==> src/rtl/wbck_arb_pkg.sv <==
// Shared types and widths for the writeback arbiter.
// Latency: n/a (types only). Backpressure: n/a.
// Width defaults follow the core's architecture selection.
package wbck_arb_pkg;

`ifdef MYRISCV_ARCH_64
    localparam int XLEN = 64;
`else
    localparam int XLEN = 32;
`endif

    localparam int REG_AW         = 5;
    localparam int STARVE_MAX_DEF = 3;

    typedef enum logic [1:0] {
        GNT_NONE = 2'd0,
        GNT_LPIP = 2'd1,
        GNT_ALU  = 2'd2
    } grant_e;

    typedef struct packed {
        logic [REG_AW-1:0] rdidx;
        logic [XLEN-1:0]   data;
    } wb_req_t;

    // x0 is hardwired to zero, so writes to it are swallowed.
    function automatic logic is_x0(input logic [REG_AW-1:0] idx);
        return idx == '0;
    endfunction

endpackage

==> src/rtl/wbck_arb_if.sv <==
// Writeback bundle: ALU and long-pipe result channels plus the regfile write port.
// Latency: n/a (wiring only). Backpressure: vld/rdy per producer channel.
// The slave modport is the arbiter side; master is the producer/regfile side.
interface wbck_arb_if;

    logic                                  alu2wb_vld;
    logic                                  alu2wb_rdy;
    logic [wbck_arb_pkg::XLEN-1:0]         alu2wb_data;
    logic [wbck_arb_pkg::REG_AW-1:0]       alu2wb_rdidx;

    logic                                  lpip2wb_vld;
    logic                                  lpip2wb_rdy;
    logic [wbck_arb_pkg::XLEN-1:0]         lpip2wb_data;
    logic [wbck_arb_pkg::REG_AW-1:0]       lpip2wb_rdidx;

    logic                                  rf_wen;
    logic [wbck_arb_pkg::REG_AW-1:0]       rf_widx;
    logic [wbck_arb_pkg::XLEN-1:0]         rf_wdata;

    modport slave (
        input  alu2wb_vld, alu2wb_data, alu2wb_rdidx,
        output alu2wb_rdy,
        input  lpip2wb_vld, lpip2wb_data, lpip2wb_rdidx,
        output lpip2wb_rdy,
        output rf_wen, rf_widx, rf_wdata
    );

    modport master (
        output alu2wb_vld, alu2wb_data, alu2wb_rdidx,
        input  alu2wb_rdy,
        output lpip2wb_vld, lpip2wb_data, lpip2wb_rdidx,
        input  lpip2wb_rdy,
        input  rf_wen, rf_widx, rf_wdata
    );

endinterface

==> src/rtl/wbck_arb.sv <==
// Merges ALU and long-pipe writeback onto the single regfile write port; long pipe has priority.
// Latency: 1 cycle from accept to rf_wen. Rdy is combinational from both vld inputs and starve_cnt.
// Backpressure: the loser is held off; after STARVE_MAX consecutive losses the ALU is forced to win.
module wbck_arb
    import wbck_arb_pkg::*;
#(
    parameter int STARVE_MAX = wbck_arb_pkg::STARVE_MAX_DEF
) (
    input  logic      clk,
    input  logic      rst,
    wbck_arb_if.slave wb
);

    localparam int              CNT_W   = $clog2(STARVE_MAX + 1);
    localparam logic [CNT_W-1:0] CNT_MAX = CNT_W'(STARVE_MAX);
    localparam logic [CNT_W-1:0] CNT_ONE = CNT_W'(1);

    logic [CNT_W-1:0]  starve_cnt;
    logic [CNT_W-1:0]  starve_cnt_nxt;
    logic              force_alu;
    grant_e            grant;
    wb_req_t           winner;

    logic              rf_wen_q;
    logic [REG_AW-1:0] rf_widx_q;
    logic [XLEN-1:0]   rf_wdata_q;

    // Grant never looks at payload, so producers may present data and vld together.
    always_comb begin
        force_alu = wb.alu2wb_vld && (starve_cnt == CNT_MAX);
        grant     = GNT_NONE;
        if (!rst) begin
            if (wb.lpip2wb_vld && !force_alu) begin
                grant = GNT_LPIP;
            end else if (wb.alu2wb_vld) begin
                grant = GNT_ALU;
            end
        end
    end

    assign wb.lpip2wb_rdy = (grant == GNT_LPIP);
    assign wb.alu2wb_rdy  = (grant == GNT_ALU);

    always_comb begin
        winner.rdidx = wb.alu2wb_rdidx;
        winner.data  = wb.alu2wb_data;
        if (grant == GNT_LPIP) begin
            winner.rdidx = wb.lpip2wb_rdidx;
            winner.data  = wb.lpip2wb_data;
        end
    end

    // Counts only losses of a waiting ALU; any ALU win or idle ALU restarts the count.
    always_comb begin
        starve_cnt_nxt = '0;
        if (wb.alu2wb_vld && (grant == GNT_LPIP)) begin
            starve_cnt_nxt = (starve_cnt == CNT_MAX) ? CNT_MAX : starve_cnt + CNT_ONE;
        end
    end

    always_ff @(posedge clk) begin
        if (rst) begin
            starve_cnt <= '0;
            rf_wen_q   <= 1'b0;
            rf_widx_q  <= '0;
            rf_wdata_q <= '0;
        end else begin
            starve_cnt <= starve_cnt_nxt;
            if (grant != GNT_NONE) begin
                rf_wen_q   <= !is_x0(winner.rdidx);
                rf_widx_q  <= winner.rdidx;
                rf_wdata_q <= winner.data;
            end else begin
                rf_wen_q   <= 1'b0;
            end
        end
    end

    assign wb.rf_wen   = rf_wen_q;
    assign wb.rf_widx  = rf_widx_q;
    assign wb.rf_wdata = rf_wdata_q;

    a_one_grant: assert property (@(posedge clk) disable iff (rst)
        !(wb.alu2wb_rdy && wb.lpip2wb_rdy));

    a_no_x0_write: assert property (@(posedge clk) disable iff (rst)
        !(wb.rf_wen && (wb.rf_widx == '0)));

endmodule
==> src/flat_wrapper.sv <==
// flat-port wrapper written by rule: the top's interface ports become plain ports
module wbck_arb_flat import wbck_arb_pkg::*;
#(
    parameter int STARVE_MAX = wbck_arb_pkg::STARVE_MAX_DEF
)
  (clk, rst, wb_alu2wb_vld, wb_alu2wb_data, wb_alu2wb_rdidx, wb_alu2wb_rdy, wb_lpip2wb_vld, wb_lpip2wb_data, wb_lpip2wb_rdidx, wb_lpip2wb_rdy, wb_rf_wen, wb_rf_widx, wb_rf_wdata);
  wbck_arb_if wb_i ();
  input  logic clk;
  input  logic rst;
  input wire logic [$bits(wb_i.alu2wb_vld)-1:0] wb_alu2wb_vld;
  input wire logic [$bits(wb_i.alu2wb_data)-1:0] wb_alu2wb_data;
  input wire logic [$bits(wb_i.alu2wb_rdidx)-1:0] wb_alu2wb_rdidx;
  output wire logic [$bits(wb_i.alu2wb_rdy)-1:0] wb_alu2wb_rdy;
  input wire logic [$bits(wb_i.lpip2wb_vld)-1:0] wb_lpip2wb_vld;
  input wire logic [$bits(wb_i.lpip2wb_data)-1:0] wb_lpip2wb_data;
  input wire logic [$bits(wb_i.lpip2wb_rdidx)-1:0] wb_lpip2wb_rdidx;
  output wire logic [$bits(wb_i.lpip2wb_rdy)-1:0] wb_lpip2wb_rdy;
  output wire logic [$bits(wb_i.rf_wen)-1:0] wb_rf_wen;
  output wire logic [$bits(wb_i.rf_widx)-1:0] wb_rf_widx;
  output wire logic [$bits(wb_i.rf_wdata)-1:0] wb_rf_wdata;
  assign wb_i.alu2wb_vld = wb_alu2wb_vld;
  assign wb_i.alu2wb_data = wb_alu2wb_data;
  assign wb_i.alu2wb_rdidx = wb_alu2wb_rdidx;
  assign wb_alu2wb_rdy = wb_i.alu2wb_rdy;
  assign wb_i.lpip2wb_vld = wb_lpip2wb_vld;
  assign wb_i.lpip2wb_data = wb_lpip2wb_data;
  assign wb_i.lpip2wb_rdidx = wb_lpip2wb_rdidx;
  assign wb_lpip2wb_rdy = wb_i.lpip2wb_rdy;
  assign wb_rf_wen = wb_i.rf_wen;
  assign wb_rf_widx = wb_i.rf_widx;
  assign wb_rf_wdata = wb_i.rf_wdata;
  wbck_arb #(.STARVE_MAX(STARVE_MAX)) u_core (.clk(clk), .rst(rst), .wb(wb_i));
endmodule
==> config.mk <==
export PLATFORM = sky130hd
export DESIGN_NAME = wbck_arb_flat
export DESIGN_NICKNAME = d
export VERILOG_FILES = /design/src/rtl/wbck_arb_pkg.sv /design/src/rtl/wbck_arb_if.sv /design/src/rtl/wbck_arb.sv /design/src/flat_wrapper.sv
export SDC_FILE = /design/constraint.sdc
export NUM_CORES = 1
export LEC_CHECK = 0
export CAP_MARGIN = 40
export CORE_UTILIZATION = 33
export CTS_CLUSTER_DIAMETER = 150
export DETAILED_ROUTE_END_ITERATION = 16
export HOLD_SLACK_MARGIN = 0.12
export PLACE_DENSITY_LB_ADDON = 0.2
export SLEW_MARGIN = 20
export SYNTH_ARGS = -nofsm -noshare
export SYNTH_HDL_FRONTEND = slang
export SYNTH_SLANG_ARGS = --single-unit
==> constraint.sdc <==
create_clock -name clk -period 1.06 [get_ports clk]
set_input_delay 0.212 -clock clk [delete_from_list [all_inputs] [get_ports clk]]
set_output_delay 0.212 -clock clk [all_outputs]
set_load 0.02 [all_outputs]
==> flow_summary.ini, run 1 <==
[die]
ios = 118
dieHeight_microns = 76.3
die_x_microns = 76.3
start_util_pct = 35.0
row_count = 26
die-area_sq_um = 5820
core_area_sq_um = 5200

[critical_path]
path_class = reg2out
required_ns = 0.85
r2r_start = u_core.starve_cnt[1]
crit_path_start_kind = register
crit_slowest_cell = dfxtp_2
reg2regPathDepth = 4
worstPathCellList = a21bo_4, nand2_4, nor2_4, buf_6
worst-path-max-fanout = 3
rrSetupSlack_ns = -0.19
critPathArrivalTime_ns = 1.09
cp_slowest_stage_delay_ns = 0.34
endpoint_kind = primary output
reg2reg_to = u_core.wb.rf_wdata[1]

[timing]
whs_ns = 0.373
tns_ns = -6.06
tightest_slew_ns = 0.350
layout_setup_ws_ns = -0.241
fin_worst_skew_ns = 0.00497
post-route-period-util_pct = 123
relSlewSlack_pct = 76.7
hold_violations = 0
finalMaxSlewViolations = 0
rsz0062_at_grt = yes
max_freq_mhz = 769
fin_crit_ns = 1.30
final-setup-viol-count = 36

[global_route]
grt_pass1_wl_mm = 10.0
grt_overflow = 0
met3_usage_pct = 4.43
antenna_found_initial = 0
grt_pass1_vias = 2015
track_usage_pct = 21.3
met1_usage_pct = 29.3
grtUsageMet2_pct = 32.6
grt_max_degree = 33
top_usage_layer = met2

[synth]
yosysMostFrequentCell = dfxtp_1
syn_area_per_cell_sq_um = 9.69
synth_area_leader_cell = dfxtp_1
synth_edf_count = 0
synth_seq_cells = 40
synth_area_leaders = dfxtp_1 44%, o221a_2 17%, nor3_1 10%
synth_top_area_share_pct = 44.0
yosysUniqueCellTypes = 22
yosys-top-cells-count = 40 x dfxtp_1, 37 x nor3_1, 36 x nor2_1
syn-cell-area_sq_um = 1820
synth_seq_area_share_pct = 44.0
synthesis.nets = 266
postSynthCellCount = 188
async_reset_ff_share_pct = 0
dominantRegCellSynth = dfxtp_1
ys_warn_count = 0

[detailed_routing]
via_count = 1991
wl_per_cell_microns = 15.6
via_per_inst = 5.02
dr.pass1.iters = 4
drtIter0Drc = 91
wirelength_mm = 6.20
drc = 0
postRouteAntennaNets = 0

[power_and_ir_drop]
switching_share_pct = 26.5
p_switching_mw = 1.11
p_int_mw = 3.07
combPwrFrac_pct = 27.0
peakVddDrop_v = 0.000672
p_clk_share_pct = 32.8
p_per_area_nw_per_um2 = 1240
p_leak_nw = 1.43
p_seq_share_pct = 40.2

[clock_tree]
clk_latency_ns = 0.29
cts_tree = yes
clk_path_buf_depth = 2
cts-root-buf = clkbuf_8
cts.sinks = 40
cts-htree-levels = 2
holdBufCountCts = 0
cts_made_buffers = 5
clkTransAtPathRegs_ns = 0.08

[layout]
drive_gt1_share_pct = 40.1
nets = 404
synthToLayoutAreaGrowth_pct = 85.0
diodes = 0

[run_status]
status = finished, violations left
violations = negative setup slack

[min_path]
hold_path.startpoint = wb_lpip2wb_rdidx[1]
min_path_type = in2reg
min_to = u_core.wb.rf_widx[1]
hold_depth = 3

[flow_run]
max_cap_viol_count = 0

[placed_design]
gp_congestion = 0.780
hpwl_mm = 4.03
port_buffers = 117
critical path, delay by kind of cell (launching register included):
family,cells,cell delay [ns]
compound gates,1,0.23
simple gates,2,0.11
flops,1,0.34
buf+inv,1,0.12
power by group through the flow:
| stage | combinational (mW) | clock (mW) | sequential, mW |
|---|---|---|---|
| after global routing | 1.21 | 1.47 | 1.69 |
| after detailed placement | 1.19 | 0 | 1.71 |
| after CTS | 1.11 | 1.39 | 1.68 |
| after floorplan | 0.401 | 0 | 1.85 |
| final | 1.13 | 1.37 | 1.68 |
| after global placement | 1.17 | 0 | 1.71 |
worst max-delay path by stage:
| stage | start | endpoint | cells after the start |
|---|---|---|---|
| floorplan | wb_alu2wb_rdidx[0] | u_core.wb.rf_wen | 3 |
| global placement | wb_lpip2wb_vld | wb_alu2wb_rdy | 5 |
| detailed placement | wb_lpip2wb_vld | wb_alu2wb_rdy | 5 |
| CTS | u_core.starve_cnt[0] | wb_alu2wb_rdy | 4 |
| global route | u_core.starve_cnt[1] | wb_alu2wb_rdy | 4 |
| finish | u_core.starve_cnt[1] | wb_alu2wb_rdy | 4 |
registers in the layout, indices dropped and copies added (netlist names):
name and count:
u_core.wb.rf_wdata 32, u_core.wb.rf_widx 5, u_core.wb.rf_wen 1, u_core.starve_cnt 2
what timing repair did:
action                                 CTS  global route
buffers inserted                         1             1
endpoints found under the hold margin    0             0
pin swaps                                8            11
gates resized for setup                194            10
setup endpoints to repair               80            43
cloned                                   0             2
layout make-up:
cell class	instances	area (sq um)
Multi-Input combinational cell	127	1060
Tap cell	70	87.6
Timing Repair Buffer	151	1290
Sequential cell	40	803
Clock inverter	1	30.0
Clock buffer	7	96.3
Inverter	1	3.75
Fill cell	469	1830
layer usage:
metal	up-vias	wire (microns)
met5	-	0
met2	82	2770
met3	11	366
met1	907	2980
li1	991	-
met4	0	91
placed cells by master, fill, tap and decap left out, drive strengths merged:
cell,netlist,routed
inv,1,1
buf,16,74
dlygate4sd2,0,7
a21bo,1,1
clkbuf,4,8
dfxtp,40,40
nor3,37,37
nand3b,1,1
nor2,36,36
o211ai,2,2
clkdlybuf4s50,0,66
o221a,32,32
xnor2,1,1
a21oi,1,1
a211oi,5,5
clkdlybuf4s15,0,3
nand3,1,1
mux2i,5,5
nand2,2,2
or4,2,2
bufinv,0,1
and3,1,1
metrics by stage:
stage	instance area, sq um	std cells	total power, mW	util [%]	setup WS (ns)
floorplan	1960	188	2.25	-	-0.0230
global placement	3280	385	2.89	63.0	-0.822
detailed placement	3280	385	2.90	63.0	-0.842
CTS	3290	394	4.17	63.3	-0.250
global route	3370	397	4.37	64.8	-0.270
finish	3370	397	4.18	64.8	-0.241
logic make-up (layout without fill, tap and decap cells):
| group | after synthesis | after routing | share of synthesized area (%) |
|---|---|---|---|
| simple gates | 80 | 80 | 20.5 |
| compound gates | 41 | 41 | 23.8 |
| flops | 40 | 40 | 44.0 |
| buf+inv | 21 | 160 | 8.45 |
| mux | 5 | 5 | 2.75 |
| xor+xnor | 1 | 1 | 0.481 |
Note: power is estimated with default switching activity, not from simulation.
==> run 2: changes to the inputs <==
--- a/config.mk
+++ b/config.mk
@@ -6,11 +6,13 @@
 export NUM_CORES = 1
 export LEC_CHECK = 0
 export CAP_MARGIN = 40
+export CORE_MARGIN = 2
 export CORE_UTILIZATION = 33
 export CTS_CLUSTER_DIAMETER = 150
 export DETAILED_ROUTE_END_ITERATION = 16
 export HOLD_SLACK_MARGIN = 0.12
 export PLACE_DENSITY_LB_ADDON = 0.2
+export RECOVER_POWER = 25
 export SLEW_MARGIN = 20
 export SYNTH_ARGS = -nofsm -noshare
 export SYNTH_HDL_FRONTEND = slang
==> run 2 against run 1 <==
The run still ends with negative setup slack left; largest power group unchanged; global-route usage shrank 2.8 points; combinational power shrank 5%; clock skew shrank 0.0023 ns.
==> flow_summary.ini, run 2 (synthesis results as in run 1) <==
[run_status]
status = finished, violations left
violations = negative setup slack

[timing]
fin_worst_skew_ns = 0.00268
fin_crit_ns = 1.31
tightest_slew_ns = 0.346
finalMaxSlewViolations = 0
relSlewSlack_pct = 76.9
final-setup-viol-count = 42
tns_ns = -7.14
post-route-period-util_pct = 124
rsz0062_at_grt = yes
layout_setup_ws_ns = -0.252
max_freq_mhz = 762
hold_violations = 0

[power_and_ir_drop]
power_mw = 3.70
p_leak_nw = 1.36
peakVddDrop_v = 0.000514
p_per_area_nw_per_um2 = 1150

[layout]
diodes = 0
largest_reg_flops = 32
final_common_cell = clkdlybuf4s50_1
multi_input_area_sq_um = 1020
nets = 399
fin_util_pct = 59.2
ff_latch_area_sq_um = 808
finalInstanceArea_sq_um = 3200
fillerInstances = 517
layout_common_cells = 67 x clkdlybuf4s50_1, 38 x dfxtp_1, 35 x nor3_1, 34 x nor2_1, 33 x buf_2
synthToLayoutAreaGrowth_pct = 75.7
drive_gt1_share_pct = 36.4

[critical_path]
path_class = reg2out
worstPathCellList = a21bo_4, nand2_4, nor2_4, buf_6
reg2reg_to = u_core.wb.rf_wdata[6]
endpoint_kind = primary output
worst-path-max-fanout = 3
rrSetupSlack_ns = -0.21
critPathArrivalTime_ns = 1.10
endpoint = wb_alu2wb_rdy
worstSetupStartpoint = u_core.starve_cnt[1]
reg2regPathDepth = 4
r2r_start = u_core.starve_cnt[1]
crit_path_start_kind = register
crit_slowest_cell = dfxtp_4
cp_slowest_stage_delay_ns = 0.36
required_ns = 0.85

[global_route]
grt_pass1_vias = 1852
grt_pass1_wl_mm = 9.05
antenna_found_initial = 0
track_usage_pct = 18.6
grt_overflow = 0
grt_max_degree = 33

[detailed_routing]
wl_met1_mm = 2.74
dr.pass1.iters = 4
postRouteAntennaNets = 0
via_per_inst = 5.02
met2_length_mm = 2.40
wirelength_mm = 5.66
dr.max_layer_used = met4
wl_per_cell_microns = 14.4
drc = 0
wl_met3_microns = 465
drtIter0Drc = 74
via_count = 1972

[placed_design]
hpwl_mm = 3.93
port_buffers = 117
gp_congestion = 0.733
placed_cell_area_sq_um = 3240
place_ws_ns = -0.816

[die]
start_util_pct = 33.7
die_x_microns = 78.3
core_area_sq_um = 5410
row_count = 27
die-area_sq_um = 6130
ios = 118
dieHeight_microns = 78.3

[clock_tree]
clk_path_buf_depth = 2
cts-root-buf = clkbuf_8
clk_latency_ns = 0.28
holdBufCountCts = 0
cts.sinks = 40
cts_tree = yes
cts_made_buffers = 5
cts-htree-levels = 2
clkTransAtPathRegs_ns = 0.07

[flow_run]
max_cap_viol_count = 0

[min_path]
min_path_type = in2reg
==> run 2: changes by cell type in the layout (fill, tap and decap cells not counted), moves of 2 or more <==
cell	delta
a211oi_1	+2
a211oi_2	-2
buf_12	-2
buf_2	-3
buf_4	-3
buf_6	-2
clkbuf_2	+6
clkbuf_8	-2
dfxtp_2	-2
dfxtp_4	+2
nor3_1	+3
nor3_2	-3
==> run 2: cell type report <==
type	instances	share of cell area, %
multi-input cells	127	31.9
repair buffers	146	37.5
clock buffers	6	2.27
well taps	72	2.81
flip-flops and latches	40	25.3
clock inverters	1	0.156
inverters	1	0.117
==> run 2: through the flow <==
stage | hold WS (ns) | instances
finish | 0.419 | 393
global route | 0.408 | 393
CTS | 0.413 | 391
detailed placement | 0.467 | 382
global placement | 0.456 | 382
floorplan | 0.382 | 188
==> run 2: routing by layer <==
metal  GRT usage, %  up-vias
li1               -      974
met1           25.7      907
met2           27.8       85
met3           5.98        6
met4           5.09        0
met5              0        -
==> run 2: worst min-delay path by stage <==
stage	start	end	slack (ns)	cells past startpoint
3_3_place_gp	u_core.starve_cnt[0]	u_core.starve_cnt[0]	0.46	1
2_1_floorplan	wb_alu2wb_data[19]	u_core.wb.rf_wdata[19]	0.38	1
5_1_grt	wb_lpip2wb_rdidx[1]	u_core.wb.rf_widx[1]	0.41	3
3_5_place_dp	u_core.starve_cnt[0]	u_core.starve_cnt[0]	0.47	1
6_report	wb_lpip2wb_rdidx[1]	u_core.wb.rf_widx[1]	0.42	3
4_1_cts	wb_alu2wb_rdidx[3]	u_core.wb.rf_widx[3]	0.41	3
==> run 2: critical path: cells and delay by family (launching register included) <==
family | cells | cell delay [ns]
AND/OR/NAND/NOR | 2 | 0.10
buffers and inverters | 1 | 0.13
AO/OA/AOI/OAI | 1 | 0.22
flip-flops | 1 | 0.36
==> run 2: power breakdown <==
part	internal (mW)	total, mW	switching, mW	leakage [nW]
Clock	0.448	0.952	0.504	0.0410
Sequential	1.62	1.67	0.0574	0.335
Combinational	0.588	1.07	0.483	0.983
Total	2.65	3.70	1.04	1.36
==> run 2: repair_timing <==
| action | CTS | global route |
|---|---|---|
| resized for setup | 185 | 1 |
| pin swaps | 7 | 2 |
| endpoints found under the setup margin | 80 | 42 |
| buffers inserted | 2 | 2 |
